`src/rtl/riscv_pkg.sv`:
```
// rtl/riscv_pkg.sv - shared ALU, result-source and forwarding encodings
package riscv_pkg;

  typedef enum logic [2:0] {
    ALU_ADD = 3'b000,
    ALU_SUB = 3'b001,
    ALU_AND = 3'b010,
    ALU_OR  = 3'b011,
    ALU_XOR = 3'b100,
    ALU_SLT = 3'b101,
    ALU_SLL = 3'b110,
    ALU_SRL = 3'b111
  } alu_op_t;

  typedef enum logic [1:0] {
    RESULTSRC_ALU  = 2'b00,
    RESULTSRC_LOAD = 2'b01,
    RESULTSRC_PC4  = 2'b10
  } result_src_t;

  typedef enum logic [1:0] {
    FWD_REG = 2'b00,
    FWD_W   = 2'b01,
    FWD_M   = 2'b10
  } fwd_sel_t;

  // E-stage pipeline register contents; an all-zero value is a bubble.
  typedef struct packed {
    logic        valid;
    logic [31:0] rd1;
    logic [31:0] rd2;
    logic [31:0] immext;
    logic [31:0] pc;
    logic [4:0]  rs1;
    logic [4:0]  rs2;
    logic [4:0]  rd;
    logic [2:0]  alucontrol;
    logic        alusrc;
    logic        regwrite;
    logic        memwrite;
    logic [1:0]  resultsrc;
  } e_reg_t;

  // M is checked first so the younger result wins; x0 never forwards.
  function automatic fwd_sel_t fwd_select(
    input logic [4:0] rs,
    input logic       regwrite_m,
    input logic [4:0] rd_m,
    input logic       regwrite_w,
    input logic [4:0] rd_w
  );
    if (rs == 5'd0)                          return FWD_REG;
    else if (regwrite_m && (rd_m == rs))     return FWD_M;
    else if (regwrite_w && (rd_w == rs))     return FWD_W;
    else                                     return FWD_REG;
  endfunction

endpackage

```
`src/rtl/fwd_mux.sv`:
```
// rtl/fwd_mux.sv - one operand's forwarding select from M, W or the register file value
module fwd_mux
  import riscv_pkg::*;
(
  input  logic [4:0]  rs,
  input  logic [31:0] regval,
  input  logic        regwrite_m,
  input  logic [4:0]  rd_m,
  input  logic [31:0] aluresult_m,
  input  logic        regwrite_w,
  input  logic [4:0]  rd_w,
  input  logic [31:0] result_w,
  output logic [31:0] operand
);

  fwd_sel_t sel;

  always_comb begin
    sel = fwd_select(rs, regwrite_m, rd_m, regwrite_w, rd_w);
    operand = regval;
    case (sel)
      FWD_M:   operand = aluresult_m;
      FWD_W:   operand = result_w;
      default: operand = regval;
    endcase
  end

endmodule

```
`src/rtl/ex_operand_stage.sv`:
```
// rtl/ex_operand_stage.sv - E-stage register with operand forwarding and load-use stall detection
module ex_operand_stage
  import riscv_pkg::*;
(
  input  logic        clk,
  input  logic        reset,
  input  logic        valid_d,
  input  logic [31:0] rd1_d,
  input  logic [31:0] rd2_d,
  input  logic [31:0] immext_d,
  input  logic [31:0] pc_d,
  input  logic [4:0]  rs1_d,
  input  logic [4:0]  rs2_d,
  input  logic [4:0]  rd_d,
  input  logic [2:0]  alucontrol_d,
  input  logic        alusrc_d,
  input  logic        regwrite_d,
  input  logic        memwrite_d,
  input  logic [1:0]  resultsrc_d,
  input  logic        stall_e,
  input  logic        flush_e,
  input  logic        regwrite_m,
  input  logic [4:0]  rd_m,
  input  logic [31:0] aluresult_m,
  input  logic        regwrite_w,
  input  logic [4:0]  rd_w,
  input  logic [31:0] result_w,
  output logic [31:0] srca_e,
  output logic [31:0] srcb_e,
  output logic [2:0]  alucontrol_e,
  output logic        valid_e,
  output logic [31:0] writedata_e,
  output logic [31:0] pc_e,
  output logic [4:0]  rd_e,
  output logic        regwrite_e,
  output logic        memwrite_e,
  output logic [1:0]  resultsrc_e,
  output logic        stall_d
);

  e_reg_t e_q, e_d, d_fields;
  logic   load_use;
  logic [31:0] op1, op2;

  always_comb begin
    d_fields            = '0;
    d_fields.valid      = valid_d;
    d_fields.rd1        = rd1_d;
    d_fields.rd2        = rd2_d;
    d_fields.immext     = immext_d;
    d_fields.pc         = pc_d;
    d_fields.rs1        = rs1_d;
    d_fields.rs2        = rs2_d;
    d_fields.rd         = rd_d;
    d_fields.alucontrol = alucontrol_d;
    d_fields.alusrc     = alusrc_d;
    d_fields.regwrite   = regwrite_d;
    d_fields.memwrite   = memwrite_d;
    d_fields.resultsrc  = resultsrc_d;
  end

  assign load_use = e_q.valid && (e_q.resultsrc == RESULTSRC_LOAD) && (e_q.rd != 5'd0) &&
                    valid_d && ((e_q.rd == rs1_d) || (e_q.rd == rs2_d));

  always_comb begin
    e_d = e_q;
    if (stall_e)                  e_d = e_q;
    else if (flush_e || load_use) e_d = '0;
    else                          e_d = d_fields;
  end

  always_ff @(posedge clk) begin
    if (reset) e_q <= '0;
    else       e_q <= e_d;
  end

  fwd_mux u_fwd_a (
    .rs(e_q.rs1), .regval(e_q.rd1),
    .regwrite_m(regwrite_m), .rd_m(rd_m), .aluresult_m(aluresult_m),
    .regwrite_w(regwrite_w), .rd_w(rd_w), .result_w(result_w),
    .operand(op1)
  );

  fwd_mux u_fwd_b (
    .rs(e_q.rs2), .regval(e_q.rd2),
    .regwrite_m(regwrite_m), .rd_m(rd_m), .aluresult_m(aluresult_m),
    .regwrite_w(regwrite_w), .rd_w(rd_w), .result_w(result_w),
    .operand(op2)
  );

  assign srca_e       = op1;
  assign srcb_e       = e_q.alusrc ? e_q.immext : op2;
  assign writedata_e  = op2;
  assign alucontrol_e = e_q.alucontrol;
  assign pc_e         = e_q.pc;
  assign rd_e         = e_q.rd;
  assign resultsrc_e  = e_q.resultsrc;
  // Gated so the control strobes are quiet even before the first reset edge.
  assign valid_e      = e_q.valid & ~reset;
  assign regwrite_e   = e_q.regwrite & ~reset;
  assign memwrite_e   = e_q.memwrite & ~reset;
  assign stall_d      = load_use & ~reset;

endmodule

```
`config.mk`:
```
export PLATFORM = sky130hd
export DESIGN_NAME = ex_operand_stage
export DESIGN_NICKNAME = d
export VERILOG_FILES = /design/src/rtl/riscv_pkg.sv /design/src/rtl/fwd_mux.sv /design/src/rtl/ex_operand_stage.sv
export SDC_FILE = /design/constraint.sdc
export NUM_CORES = 1
export LEC_CHECK = 0
export BUFFER_PORTS_ARGS = -buffer_cell sky130_fd_sc_hd__buf_2
export CORE_ASPECT_RATIO = 0.7
export CORE_MARGIN = 5
export CORE_UTILIZATION = 40
export DETAILED_ROUTE_END_ITERATION = 10
export PLACE_DENSITY = 0.72
export SLEW_MARGIN = 40
export SYNTH_ARGS = -nofsm -noshare
export SYNTH_HDL_FRONTEND = slang
export SYNTH_HIERARCHICAL = 1
export SYNTH_SLANG_ARGS = --single-unit
```
`constraint.sdc`:
```
create_clock -name clk -period 2.3 [get_ports clk]
set_clock_uncertainty 0.2 [all_clocks]
set_input_delay 0.115 -clock clk [delete_from_list [all_inputs] [get_ports clk]]
set_output_delay 0.115 -clock clk [all_outputs]
set_load 0.005 [all_outputs]
```
==> summary by stage <==
Run status
The run finished, with violations left. The final reports fail on negative setup slack.

Worst setup path
For the worst setup path, the data arrival time is 2.86 ns. The start-to-end type of the worst setup path is register to output port. The dominant cell type by count on the critical path is sky130_fd_sc_hd__buf_6. The type of element capturing the critical path is an output port. The critical path goes through buf_6 -> xnor2_2 -> nand4_1 -> or4_4 -> ha_4 -> buf_12 -> a22oi_2 -> o21ai_2 -> mux2_4 -> buf_6.

At the worst endpoint, the required time is 1.99 ns. The highest-delay cell along the critical path is sky130_fd_sc_hd__or4_4. In this run the worst path has a maximum fanout of 8.

The longest individual stage delay on the worst path is 0.53 ns. STA classifies the critical path startpoint as a register.

Logic synthesis
Synthesis handed over a netlist of 1,054 instances. Of the total synthesized cell area, the portion taken by AND, OR, NAND and NOR gates is 0.119. For this run, the register share of the synthesized area comes to 0.361. The number of warnings printed during yosys synthesis is 6.

After synthesis, the largest family of logic cells by area is compound AO/OA/AOI/OAI gates. The number of nets handed over by synthesis was 1,290. The fraction of the mapped netlist area in adder cells is 0.00594. The compound-gate portion of the synthesized area is 0.347. The synthesized-area fraction occupied by xor and xnor cells is 0.0312. The multiplexer fraction of the synthesized cell area is 0.0428. The distinct cell type count after synthesis is 26. The flip-flop and latch count after synthesis is 152. The post-synthesis average cell area is 7.99 µm². The synthesized netlist occupies a cell area of 8420 µm².

Detailed routing
The routed wire length is 42,800 µm. The met3 layer wire length in the routed design is 4250 µm. In this run the top signal layer used is met5. In the routed design, unresolved DRC markers number 0. The wire length per cell is 23.2 µm. The detailed-route vias per instance is 6.06.

The first routing iteration left 1,279 violations. For this run, the detailed router's first-pass iteration total came to 5. The met2 wire length is 19,800 µm. The met1 layer wirelength in the final routing is 17,000 µm. For this block, the via count after detailed routing is 11,200. The detail route stage leaves a number of antenna-violating nets equal to 0.

Cells and area
The number of nets in the layout is 1,791. Leaving out fill and tap cells, the most frequent cell in the layout is sky130_fd_sc_hd__buf_2. The count of filler cells inserted in the layout is 1,451. The proportion of layout cells with a drive suffix above 1 is 0.450. The count of non-filler cells in the finished layout is 1,848. In the layout the commonest cells are sky130_fd_sc_hd__buf_2 (343), sky130_fd_sc_hd__nand2_1 (198), sky130_fd_sc_hd__dlygate4sd3_1 (161), sky130_fd_sc_hd__a32oi_1 (152), sky130_fd_sc_hd__dfxtp_1 (138). With fillers left out, the area of the finished cells amounts to 14,600 µm².

The area overhead of the layout relative to synthesis is 73.5%.

Pwr
The analysis attributes to cell leakage a power of 5.88 nW. For this design the ratio of total power to cell area is 528 nW/µm². The maximum VDD drop is 0.449 mV.

Global route
The initial antenna violation count is 10. The first global-routing pass estimated 60,400 µm of wire. The global-route usage over all layers is 0.312.

The number of global-route vias before repair was 10,600. The total overflow left after global routing is 0. Entering global routing, the biggest net connects 96 pins.

Timing
The final-layout setup total negative slack is -67.74 ns. Setup repair after global routing could not meet its margin everywhere. The final-report hold violation count is 0.

After layout, the minimum clock period comes to 3.18 ns. The number of pins with negative max-slew slack in the final report is 0. The number of setup violations in the final report is 96.

The setup slack of the critical path after layout is -0.876 ns. The headroom to the max-slew limit is 0.610. Of the available clock period, the critical path in the final layout requires 1.38. Derived from the worst setup path, the maximum achievable clock frequency is 315 MHz. For the pin with the worst max-slew slack, the measured transition is 0.583 ns.

Place
The global placement routability congestion is 0.907. The number of port buffers is 373. The setup slack at placement is -0.594 ns. Including well taps, the total number of placed cells is 1,605. After legalization and detailed placement, the total HPWL measured 24,400 µm. The instance area after placement is 10,700 µm².

CTS
The CTS sink count is 152. The buffer type at the clock tree root is sky130_fd_sc_hd__clkbuf_16. The CTS buffer count is 17. TritonCTS built the clock tree.

The latest clock arrival within the worst-skew pair is 0.42 ns. No sink is reached through more buffers than the 2 on the longest clock path. The H-tree generated during clock tree synthesis spans 4 levels.

The post-CTS clock slew at the launch and capture registers of the worst setup and hold paths is 0.08 ns.

Die
The area of the die is 24,100 µm². The y dimension of the die is 131 µm. The row count is 44. For this configuration, the core starts out at a cell density of 0.407. Measured along the x axis, the die boundary spans 183 µm. The region available for standard cell placement spans 20,700 µm². The top-level port count is 374.

Job
The number of max-cap violations is 0.

Worst hold path
The path class of the tightest hold or removal check is input port to register.
[path summary, 6_finish.rpt]
kind / startpoint / endpoint / slack, ns / cells past startpoint
max: e_q[14]$_SDFFE_PP0N_ / srcb_e[7] / -0.88 / 10
min: stall_e / pc_e[7]$_SDFFE_PP0N_ / 0.01 / 5
max reg2reg: rd_e[0]$_SDFFE_PP0N_ / pc_e[8]$_SDFFE_PP0N_ / 0.09 / 7
min reg2reg: pc_e[20]$_SDFFE_PP0N_ / pc_e[20]$_SDFFE_PP0N_ / 0.26 / 2
[timing repair]
item / CTS / global route
endpoints found under the hold margin: 152 / 0
hold buffers: 161 / 0
setup buffers: 22 / 14
resized for setup: 153 / 113
gates cloned: 10 / 7
endpoints found under the setup margin: 97 / 188
pin swaps: 55 / 66
[routing by layer]
layer  vias up  global-route usage
met5         -                   0
met4        10               0.122
met3       157              0.0757
met2       824               0.501
met1      5277               0.405
li1       4939                   -
[through the flow]
stage	power, mW	hold slack [ns]	utilization
after floorplan	3.68	0.0474	-
after global placement	4.34	0.159	0.517
after detailed placement	4.36	0.170	0.517
after CTS	7.50	0.00150	0.672
after global routing	8.00	0.0498	0.706
final	7.72	0.0147	0.706
[cell type report]
| class | count | area [µm²] | share of cell area |
|---|---|---|---|
| multi-input combinational | 748 | 5440 | 0.372 |
| antenna | 4 | 10.0 | 0.000685 |
| tap | 276 | 345 | 0.0236 |
| timing repair buffer | 636 | 5180 | 0.354 |
| clock buffer | 18 | 439 | 0.0300 |
| sequential | 152 | 3070 | 0.210 |
| clock inverter | 14 | 129 | 0.00882 |
[sequential cells by signal (all words and copies together), names as in the netlist]
signal / cells
e_q: 110
alucontrol_e: 3
pc_e: 32
resultsrc_e: 2
rd_e: 5
[cells in the mapped netlist]
library cell,number,area (µm²)
sky130_fd_sc_hd__a22oi_1,64,480
sky130_fd_sc_hd__a32oi_1,152,1330
sky130_fd_sc_hd__and3_4,2,22.5
sky130_fd_sc_hd__and4b_1,1,10.0
sky130_fd_sc_hd__buf_1,3,11.3
sky130_fd_sc_hd__buf_2,9,45.0
sky130_fd_sc_hd__buf_4,50,375
sky130_fd_sc_hd__clkbuf_1,92,345
sky130_fd_sc_hd__dfxtp_1,152,3040
sky130_fd_sc_hd__ha_1,4,50.1
sky130_fd_sc_hd__mux2_2,32,360
sky130_fd_sc_hd__nand2_1,220,826
sky130_fd_sc_hd__nand3_1,2,10.0
sky130_fd_sc_hd__nand4_1,2,12.5
sky130_fd_sc_hd__nor2_1,2,7.51
sky130_fd_sc_hd__nor2b_1,6,37.5
sky130_fd_sc_hd__nor3_2,1,10.0
sky130_fd_sc_hd__nor3b_1,1,7.51
sky130_fd_sc_hd__nor4_1,4,25.0
sky130_fd_sc_hd__o21ai_0,187,936
sky130_fd_sc_hd__o21ai_1,31,155
sky130_fd_sc_hd__o21ai_2,1,8.76
sky130_fd_sc_hd__o22ai_2,1,12.5
sky130_fd_sc_hd__or4_1,5,37.5
sky130_fd_sc_hd__xnor2_1,22,193
sky130_fd_sc_hd__xor2_1,8,70.1
[power by group]
group	internal [mW]	switching [mW]	total, mW
combinational	1.01	0.926	1.94
clock	1.47	1.34	2.80
sequential	2.84	0.144	2.98
total	5.31	2.41	7.72
[critical path: cells and delay by family (launching register included)]
family	cells	cell delay (ns)
buffers and inverters	3	0.42
AOI/OAI and AO/OA	2	0.28
muxes	1	0.29
xor gates and xnor gates	1	0.12
DFF	1	0.34
and+or+nand+nor	2	0.72
adders and majority gates	1	0.25
[kinds of logic (layout without fill, tap and decap cells)]
logic type      count (synthesis)  count (layout)
compound gates                436             436
simple gates                  246             246
buf+inv                       154             668
flops                         152             152
mux                            32              32
xor+xnor                       30              30
fa+ha+maj                       4               4
other cells                     0               4
(Power assumes the default switching activity.)
